$ cat config.mk
export PLATFORM = sky130hd
export DESIGN_NAME = seven_segment_scan_driver
export DESIGN_NICKNAME = d
export VERILOG_FILES = /design/src/rtl/seven_segment_scan_driver.sv
export SDC_FILE = /design/constraint.sdc
export NUM_CORES = 1
export LEC_CHECK = 0
export ABC_AREA = 0
export BUFFER_PORTS_ARGS = -buffer_cell sky130_fd_sc_hd__buf_2
export CAP_MARGIN = 10
export CELL_PAD_IN_SITES_DETAIL_PLACEMENT = 2
export CELL_PAD_IN_SITES_GLOBAL_PLACEMENT = 2
export CORE_MARGIN = 4
export CORE_UTILIZATION = 30
export DETAILED_ROUTE_END_ITERATION = 12
export GPL_ROUTABILITY_DRIVEN = 0
export PLACE_DENSITY = 0.77
export SYNTH_ARGS = -nofsm -noshare
export SYNTH_HDL_FRONTEND = slang
export SYNTH_SLANG_ARGS = --single-unit
$ cat constraint.sdc
create_clock -name clk -period 5 [get_ports clk]
set_clock_uncertainty 0.05 [all_clocks]
set_input_delay 0.25 -clock clk [delete_from_list [all_inputs] [get_ports clk]]
set_output_delay 0.25 -clock clk [all_outputs]
set_load 0.03 [all_outputs]
$ cat src/rtl/seven_segment_scan_driver.sv
// Time-multiplexed N-digit common-anode seven-segment driver with double-buffered value capture.
// Optional LEADING_ZERO_BLANK_EN: darkens leading zero digits (digit 0 always shown).
module seven_segment_scan_driver #(
    parameter int NUM_DIGITS       = 2,
    parameter int REFRESH_COUNT    = 50000,
    parameter int BLANK_CYCLES     = 500,
    parameter int ANODE_ACTIVE_LOW = 1,
    localparam int IDX_W = (NUM_DIGITS > 1) ? $clog2(NUM_DIGITS) : 1
) (
    input  logic                    clk,
    input  logic                    reset,
    input  logic [4*NUM_DIGITS-1:0] values,
    input  logic                    load,
    input  logic [NUM_DIGITS-1:0]   digit_enable,
    output logic [6:0]              segments,
    output logic [NUM_DIGITS-1:0]   anodes,
    output logic                    frame_start,
    output logic [IDX_W-1:0]        digit_index
);

    localparam int CNT_W = $clog2(REFRESH_COUNT);
    localparam int W     = 4 * NUM_DIGITS;
    localparam logic [CNT_W-1:0]      LAST_CNT   = CNT_W'(REFRESH_COUNT - 1);
    localparam logic [CNT_W-1:0]      BLANK_C    = CNT_W'(BLANK_CYCLES);
    localparam logic [IDX_W-1:0]      LAST_IDX   = IDX_W'(NUM_DIGITS - 1);
    localparam logic [NUM_DIGITS-1:0] ANODES_OFF = {NUM_DIGITS{ANODE_ACTIVE_LOW != 0}};

    logic [CNT_W-1:0]      cnt_q, cnt_d;
    logic [IDX_W-1:0]      idx_q, idx_d;
    logic [W-1:0]          active_q, active_d;
    logic [W-1:0]          pending_q, pending_d;
    logic                  pend_valid_q, pend_valid_d;
    logic                  commit_q;
    logic [6:0]            seg_q, seg_d;
    logic [NUM_DIGITS-1:0] anode_q, anode_d;
    logic                  frame_q, frame_d;
    logic [IDX_W-1:0]      dig_q;

    logic                  term;
    logic                  commit;
    logic [NUM_DIGITS-1:0] suppress;
    logic [NUM_DIGITS-1:0] onehot;
    logic [3:0]            sel_nib;
    logic                  sel_on;
    logic                  show;
`ifdef LEADING_ZERO_BLANK_EN
    logic                  lead;
`endif

    function automatic logic [6:0] decode(input logic [3:0] nib);
        logic [6:0] s;
        case (nib)
            4'h0: s = 7'b1000000;
            4'h1: s = 7'b1111001;
            4'h2: s = 7'b0100100;
            4'h3: s = 7'b0110000;
            4'h4: s = 7'b0011001;
            4'h5: s = 7'b0010010;
            4'h6: s = 7'b0000010;
            4'h7: s = 7'b1111000;
            4'h8: s = 7'b0000000;
            4'h9: s = 7'b0010000;
            4'hA: s = 7'b0001000;
            4'hB: s = 7'b0000011;
            4'hC: s = 7'b1000110;
            4'hD: s = 7'b0100001;
            4'hE: s = 7'b0000110;
            default: s = 7'b0001110;
        endcase
        return s;
    endfunction

    assign term   = (cnt_q == LAST_CNT);
    assign commit = term && (idx_q == LAST_IDX);

    always_comb begin
        cnt_d        = term ? '0 : cnt_q + 1'b1;
        idx_d        = idx_q;
        active_d     = active_q;
        pending_d    = pending_q;
        pend_valid_d = pend_valid_q;
        suppress     = '0;
        onehot       = '0;
        sel_nib      = 4'h0;
        sel_on       = 1'b0;

        if (term) begin
            idx_d = (idx_q == LAST_IDX) ? '0 : idx_q + 1'b1;
        end

        // The old pending word commits first; a coincident load refills pending.
        if (commit) begin
            if (pend_valid_q) begin
                active_d = pending_q;
            end
            pend_valid_d = 1'b0;
        end
        if (load) begin
            pending_d    = values;
            pend_valid_d = 1'b1;
        end

`ifdef LEADING_ZERO_BLANK_EN
        lead = 1'b1;
        for (int k = NUM_DIGITS - 1; k >= 1; k--) begin
            lead        = lead & (active_q[4*k +: 4] == 4'h0);
            suppress[k] = lead;
        end
`endif

        for (int k = 0; k < NUM_DIGITS; k++) begin
            if (idx_q == IDX_W'(k)) begin
                onehot[k] = 1'b1;
                sel_nib   = active_q[4*k +: 4];
                sel_on    = digit_enable[k] & ~suppress[k];
            end
        end

        show    = sel_on && (cnt_q >= BLANK_C);
        seg_d   = show ? decode(sel_nib) : 7'b1111111;
        anode_d = (show ? onehot : '0) ^ ANODES_OFF;
        // commit_q marks the first cycle of a new frame in the counter domain.
        frame_d = commit_q;
    end

    always_ff @(posedge clk) begin
        if (reset) begin
            cnt_q        <= '0;
            idx_q        <= '0;
            active_q     <= '0;
            pending_q    <= '0;
            pend_valid_q <= 1'b0;
            commit_q     <= 1'b0;
            seg_q        <= 7'b1111111;
            anode_q      <= ANODES_OFF;
            frame_q      <= 1'b0;
            dig_q        <= '0;
        end else begin
            cnt_q        <= cnt_d;
            idx_q        <= idx_d;
            active_q     <= active_d;
            pending_q    <= pending_d;
            pend_valid_q <= pend_valid_d;
            commit_q     <= commit;
            seg_q        <= seg_d;
            anode_q      <= anode_d;
            frame_q      <= frame_d;
            dig_q        <= idx_q;
        end
    end

    assign segments    = seg_q;
    assign anodes      = anode_q;
    assign frame_start = frame_q;
    assign digit_index = dig_q;

endmodule

* Word level (Yosys, flattened, before mapping)
Memory sizes are Yosys's and may differ from the RTL's. A register that Yosys moved wholly into a read port is not among the register bits.
Index checks and enable logic that the tools add are counted.
** Operators by class
- $add $sub $neg :: 2
- Order comparisons :: 1
- Bitwise logic cells :: 2
- Multiplexer cells :: 8
- Reductions and logical operators :: 6
- Equality and inequality tests :: 1
** Operator list (number)
- 16-bit by 1-bit adder with 16-bit output (second input constant) :: 1
- 16-bit == test (second input constant) :: 1
- 16-bit by 9-bit >= comparator with 1-bit output (second input constant) :: 1
- 1-bit two-way mux :: 6
- 4-bit two-way mux :: 1
- 2-bit OR reduction :: 2
- 1-bit logical AND :: 2
- 2-bit two-way mux :: 1
- 2-bit NOT :: 1
- 2-bit AND reduction :: 1
- 2-bit nonzero test :: 1
- 1-bit adder (second input constant) :: 1
- 1-bit NOT :: 1
** Storage, ports and cells
- Bits in read-only memories :: 112
- Output and inout port bits :: 11
- Word-level logic and storage cells :: 30
- Memories kept :: 1
- Register bits after elaboration :: 39
** Memories
- (name not given) :: depth 16, bits a word 7, rd ports 1, clocked after memory_dff 1, write ports 0, line 52 : case (nib)

* Depth between registers and ports, before layout
Gate-level depths: netlist (run 1).
- Word-level depth :: 4
- Depth in mapped cells :: 7

* Worst setup path before layout (run 1)
Ideal clock, no wire load.
- Path type :: reg2reg
- Start point :: register idx_q
- End point :: register seg_q[4] (netlist: segments[4])
- Data required time :: 4807 ps
- Data arrival time :: 1571 ps
- Setup slack :: 3235 ps
- Buffers on the path :: 1
- Stages on the path, launching flop included :: 8
- Cell sequence :: dfxtp_1 buf_6 mux2i_1 inv_1 ha_1 nand2_1 a21boi_0 o221ai_2
** Between the ends
- Longest elaborated chain between the ends :: 4
** Ends and longest elaborated chain
- start: declaration :: line 29 : logic [IDX_W-1:0] idx_q, idx_d;
- start signal: assignment :: line 140 : idx_q <= idx_d;
- 1-bit two-way mux :: line 112 : if (idx_q == IDX_W'(k)) begin
- 1-bit logical AND :: line 119 : show = sel_on && (cnt_q >= BLANK_C);
- 1-bit NOT (no line)
- 2-bit OR reduction (no line)
- end: declaration :: line 34 : logic [6:0] seg_q, seg_d;
Parallel ways exist; a longest one is shown, timed or not.
A chain may end at the register's enable or synchronous reset.

* Final worst setup path (run 1)
- Start point :: register idx_q
- End point :: register seg_q[6] (netlist: segments[6])
The elaborated chain is that of the path after synthesis.

==> results of run 1 <==
[through the flow]
stage	hold slack [ps]	cell area (sq um)	utilization, %	total power [mW]	instances
floorplan	271.6	2058	-	0.4011	221
global placement	374.7	2216	34.12	0.4103	310
detailed placement	389.5	2216	34.12	0.4118	310
CTS	119.5	2308	35.54	0.6561	318
global route	134.7	2308	35.54	0.6766	318
finish	126.5	2308	35.54	0.6429	318
[registers in the layout, summed over array words and instances (netlist names)]
name / count
active_q: 8
anodes: 2
cnt_q: 16
commit_q: 1
digit_index: 1
frame_start: 1
idx_q: 1
pend_valid_q: 1
pending_q: 8
segments: 7
[layout make-up]
class                   count  area share, %
clock buffers               5          2.981
inverters                  10          1.626
flip-flops and latches     46          39.89
well taps                  77          4.173
clock inverters             3          1.030
repair buffers             23          4.986
multi-input cells         154          45.31
[power by group]
group	switching [mW]	internal, mW	total [mW]
logic	0.0132	0.00998	0.0232
registers	0.00663	0.373	0.379
clock network	0.140	0.100	0.241
[layer usage]
metal	GRT usage (%)	share of wire, %
met5	0	0
met3	3.833	3.4
met1	15.90	45
met4	3.894	1.5
met2	23.16	50
[layout by cell type, fill, tap and decap left out, drive strengths merged]
cell / Yosys / final
clkinvlp: 0 / 2
and4: 1 / 1
nand3: 7 / 7
clkbuf: 7 / 5
a21o: 1 / 1
nor2: 30 / 30
mux2: 2 / 2
nand4: 14 / 14
xor2: 3 / 3
a21boi: 2 / 2
o211ai: 3 / 3
dfxtp: 46 / 46
nor4: 5 / 5
nor2b: 1 / 1
o22ai: 1 / 1
and3: 3 / 3
xnor2: 12 / 12
o221ai: 2 / 2
a211oi: 1 / 1
and4bb: 1 / 1
nand2: 13 / 13
nand2b: 1 / 1
o21ai: 11 / 11
ha: 8 / 8
a311oi: 1 / 1
and4b: 1 / 1
nor3: 5 / 5
o2111ai: 1 / 1
a21oi: 11 / 11
mux2i: 13 / 13
inv: 10 / 11
buf: 4 / 23
[path summary, 6_finish.rpt]
| check | from | endpoint | slack, ps |
|---|---|---|---|
| hold / removal | values[4] | pending_q[4] | 130 |
| setup reg to reg | idx_q | segments[6] | 2550 |
| hold reg to reg | commit_q | frame_start | 410 |
| setup / recovery | idx_q | segments[6] | 2550 |
[worst max-delay path: cells and delay by family (launching register included)]
family                   cells  cell delay [ps]
adder cells (fa/ha/maj)      1              280
flip-flops                   1              860
AO/OA/AOI/OAI                2              380
buffers and inverters        1              210
AND/OR/NAND/NOR              1               90
multiplexers                 1              460
[cells by family (layout without fill, tap and decap cells)]
kind of cell	Yosys count	after routing	share of synthesized area [%]
DFF	46	46	44.74
adders and majority gates	8	8	4.863
xor gates and xnor gates	15	15	6.383
and+or+nand+nor	82	82	20.30
buffers and inverters	21	41	4.437
AOI/OAI and AO/OA	34	34	11.67
muxes	15	15	7.599
==> reports/qor.yml, run 1 <==
timing:
  setup_viol: 0
  timing_hold_violations_final: 0
  fmax_mhz: 408.0
  maxSlewHeadroom_pct: 45.80
  rsz0062_at_grt: "false"
  setup_slack_ps: 2549
  slew_violations: 0
  post-route-period-util_pct: 49.02
  max_slew.worst_pin.slew_ps: 811.9
  fin_tns_setup_ps: 0
  fin_crit_ps: 2451
logic_synthesis:
  synth_top_area_share_pct: 44.74
  ys_top_cells_by_area: "dfxtp_1, mux2i_1, nor2_1, xnor2_1, ha_1"
  synth_edf_count: 0
  ys_async_sr_fraction_pct: 0
  yosysMostFrequentCell: "dfxtp_1"
  synth.yosys.seq_area_share_pct: 44.74
  mappedNetlistArea_sq_um: 2058
  synth_commonest_cells: "dfxtp_1, nor2_1, nand4_1, nand2_1"
  yosys.area.top_type: "dfxtp_1"
  avgSynthCellArea_sq_um: 9.313
  netlist_instances: 221
  yosys_most_used_dff: "dfxtp_1"
  ys_ff_latch: 46
  syn_nets: 242
  synth.distinct_cells: 36
  yosys_warnings: 0
global_route:
  grt_overflow: 0
  grt_pass1_vias: 1778
  grtUsageTotal_pct: 13.33
  grt_max_degree: 25
  grt_pass1_wl_mm: 8.928
  antenna_found_initial: 0
drt:
  first_pass_iters: 2
  wl_per_cell_microns: 15.92
  vias: 1640
  vias_per_cell: 5.157
  route.detailed.drc: 0
  ant_nets: 0
  drt_wl_total_mm: 5.062
  drt_iter0_drc: 50
floorplanning:
  placementRows: 29
  fp.dieArea_sq_um: 8250
  dieHeight_microns: 90.83
  core_area_sq_um: 6495
  io_pins: 24
  die_w_microns: 90.83
  initial_core_util_pct: 31.69
power_and_ir_drop:
  pwr_density_cell_nw_per_um2: 278.5
  p_leak_nw: 0.8271
  vdd_drop_max_v: 0.0001281
clock_tree:
  clock_path_buffers: 2
  cts_root_buf: "clkbuf_8"
  cts_tree: "built"
  ctsHoldBuffers: 0
  clk_pin_slew_worst_paths_ps: 100
  cts.sink_count: 46
  clock_latency_ps: 310
  cts_setup_buffers: 0
  cts_buffers: 5
  htreeDepth: 2
  cts_resized: 0
min_path:
  min_path_cells: 3
  worstHoldPathType: "input pin to flip-flop"
critical_path:
  crit_type: "flip-flop to flip-flop"
  cp-start-kind: "flip-flop"
  worstPathMaxFanout: 19
  critical_path_required_ps: 5130
  rr_worst_depth: 6
  slowest_delay_ps: 860
  arrival_ps: 2580
  endpoint_kind: "flip-flop"
  critPathSlowestCell: "dfxtp_1"
  cp_cell_sequence: "mux2i_1 -> inv_1 -> ha_1 -> nand2_1 -> a21boi_0 -> o221ai_2"
place:
  hpwl_mm: 3.629
  io_buffers: 23
  pre_cts_slack_ps: 2528
cells_and_area:
  drive_gt1_share_pct: 16.60
  layout.nets: 261
  antenna_cells: 0
  nFillCells: 740
  area_delta_synth_final_pct: 12.16
  multi_input_area_sq_um: 1046
  seq_area_sq_um: 920.9
flow_run:
  drv_cap: 0
run_status:
  status: "complete, no violations"
Note: power is estimated with default switching activity, not from simulation.
==> inputs of run 2 (changes only) <==
Clock period 5 ns to 2.3 ns, I/O delays scaled along.
==> reports/qor.yml, run 2 (synthesis gave the netlist of run 1 again) <==
run_status:
  status: "complete, no violations"
floorplanning:
  io_pins: 24  # unchanged
  core_area_sq_um: 6495  # unchanged
  dieHeight_microns: 90.83  # unchanged
  fp.dieArea_sq_um: 8250  # unchanged
  initial_core_util_pct: 31.69  # unchanged
  die_w_microns: 90.83  # unchanged
  placementRows: 29  # unchanged
place:
  place_area_sq_um: 2253  # +1.7%
  hpwl_mm: 3.639  # +0.25%
  pre_cts_slack_ps: 279.4  # -2249 ps
  io_buffers: 23  # unchanged
cells_and_area:
  drive_gt1_share_pct: 17.72  # +1.1 points
  layout_common_cells: "dfxtp_1, nor2_1, buf_2"
  design_area_sq_um: 2471  # +7.0%
  antenna_cells: 0  # unchanged
  top_regs: "cnt_q: 16 flops, active_q: 8 flops, pending_q: 8 flops"
  layout.nets: 274  # +5.0%
  final_common_cell: "dfxtp_1"
  top_register: "cnt_q"
  largest_reg_flops: 16  # unchanged
  area_delta_synth_final_pct: 20.06
drt:
  vias: 1692  # +3.2%
  drt_wl_total_mm: 5.243  # +3.6%
  wl_per_cell_microns: 15.84  # -0.49%
  first_pass_iters: 4  # +2
  route.detailed.drc: 0  # unchanged
  drt_iter0_drc: 42  # -16%
  vias_per_cell: 5.112  # -0.88%
  ant_nets: 0  # unchanged
clock_tree:
  cts.sink_count: 46  # unchanged
  clock_latency_ps: 310  # about the same
  cts_root_buf: "clkbuf_8"
  cts_resized: 0  # unchanged
  cts_tree: "built"
  clk_pin_slew_worst_paths_ps: 100  # about the same
  cts_buffers: 5  # unchanged
  ctsHoldBuffers: 8  # +8
  htreeDepth: 2  # unchanged
  clock_path_buffers: 2  # unchanged
  cts_setup_buffers: 0  # unchanged
power_and_ir_drop:
  pwr_density_cell_nw_per_um2: 657.5  # +140%
  vdd_drop_max_v: 0.0002416  # +89%
  p_leak_nw: 0.9121  # +10%
  power_mw: 1.625  # +150%
timing:
  timing_hold_violations_final: 0  # unchanged
  post-route-period-util_pct: 90.49  # +41 points
  hold-worst-slack_ps: 119.4  # -7.067 ps
  maxSlewHeadroom_pct: 59.38  # +14 points
  setup_viol: 0  # unchanged
  fin_crit_ps: 2081  # -369.7 ps
  setup_slack_ps: 218.7  # -2330 ps
  rsz0062_at_grt: "false"
  max_slew.worst_pin.slew_ps: 592.3  # -219.6 ps
  fmax_mhz: 480.5  # +18%
  fin_tns_setup_ps: 0  # unchanged
  slew_violations: 0  # unchanged
global_route:
  grt-busiest-layer: "met2"
  grt_max_degree: 25  # unchanged
  grtUsageMet3_pct: 2.750  # -1.1 points
  grtUsageTotal_pct: 14.03  # +0.70 points
  antenna_found_initial: 0  # unchanged
  grt_pass1_vias: 1857  # +4.4%
  grtUsageMet2_pct: 25.57  # +2.4 points
  grt_pass1_wl_mm: 9.232  # +3.4%
  grt_use_met1_pct: 16.17  # +0.26 points
  grt_overflow: 0  # unchanged
min_path:
  min_path_cells: 3  # unchanged
  worstHoldPathType: "input pin to flip-flop"
critical_path:
  cp_cell_sequence: "buf_4 -> mux2i_1 -> inv_1 -> ha_1 -> nand2_1 -> a21boi_0 -> o221ai_2"
  cpLargestDelayFamily: "flip-flops"
  crit_type: "flip-flop to flip-flop"
  critPathSlowestCell: "dfxtp_1"
  arrival_ps: 2200  # -380 ps
  endpoint_kind: "flip-flop"
  worstPathMaxFanout: 5  # -14
  critical_path_required_ps: 2420  # -2710 ps
  path_depth: 7  # +1
  cp.buffers_inverters: 2  # +1
  cp-start-kind: "flip-flop"
  rr_worst_depth: 7  # +1
  slowest_delay_ps: 460  # -400 ps
flow_run:
  drv_cap: 0  # unchanged
run 2: path summary, 6_finish.rpt:
kind | start | to | slack, ps
hold reg to reg | commit_q | frame_start | 410
setup reg to reg | idx_q | segments[4] | 220
hold / removal | load | pend_valid_q | 120
setup / recovery | idx_q | segments[4] | 220
run 2: metrics by stage:
step	utilization [%]	std cells
floorplan	-	221
global placement	34.69	315
detailed placement	34.69	315
CTS	38.05	331
global route	38.05	331
finish	38.05	331
run 2: worst reg2reg max path, cell delays in order, from the launching register on:
cell,delay [ps]
dfxtp_1,460
buf_4,190
mux2i_1,310
inv_1,180
ha_1,270
nand2_1,110
a21boi_0,240
o221ai_2,130
run 2: layout make-up:
class                      instances  area (sq um)
clock inverter                     3         68.82
clock buffer                       5         68.82
inverter                          10         37.54
timing repair buffer              36         232.7
tap                               77         96.34
fill                             720          4024
sequential                        46         920.9
multi-input combinational        154          1046
run 2: per-layer routing:
| metal | part of all wire [%] | vias up | wire [microns] |
|---|---|---|---|
| li1 | - | 834 | - |
| met1 | 43 | 831 | 2275 |
| met2 | 53 | 19 | 2754 |
| met3 | 2.4 | 8 | 128 |
| met4 | 1.6 | 0 | 85 |
| met5 | 0 | - | 0 |
run 2: power by group:
group	switching, mW	total [mW]	internal (mW)
clock	0.302	0.738	0.436
sequential	0.0140	0.824	0.810
combinational	0.0312	0.0629	0.0317
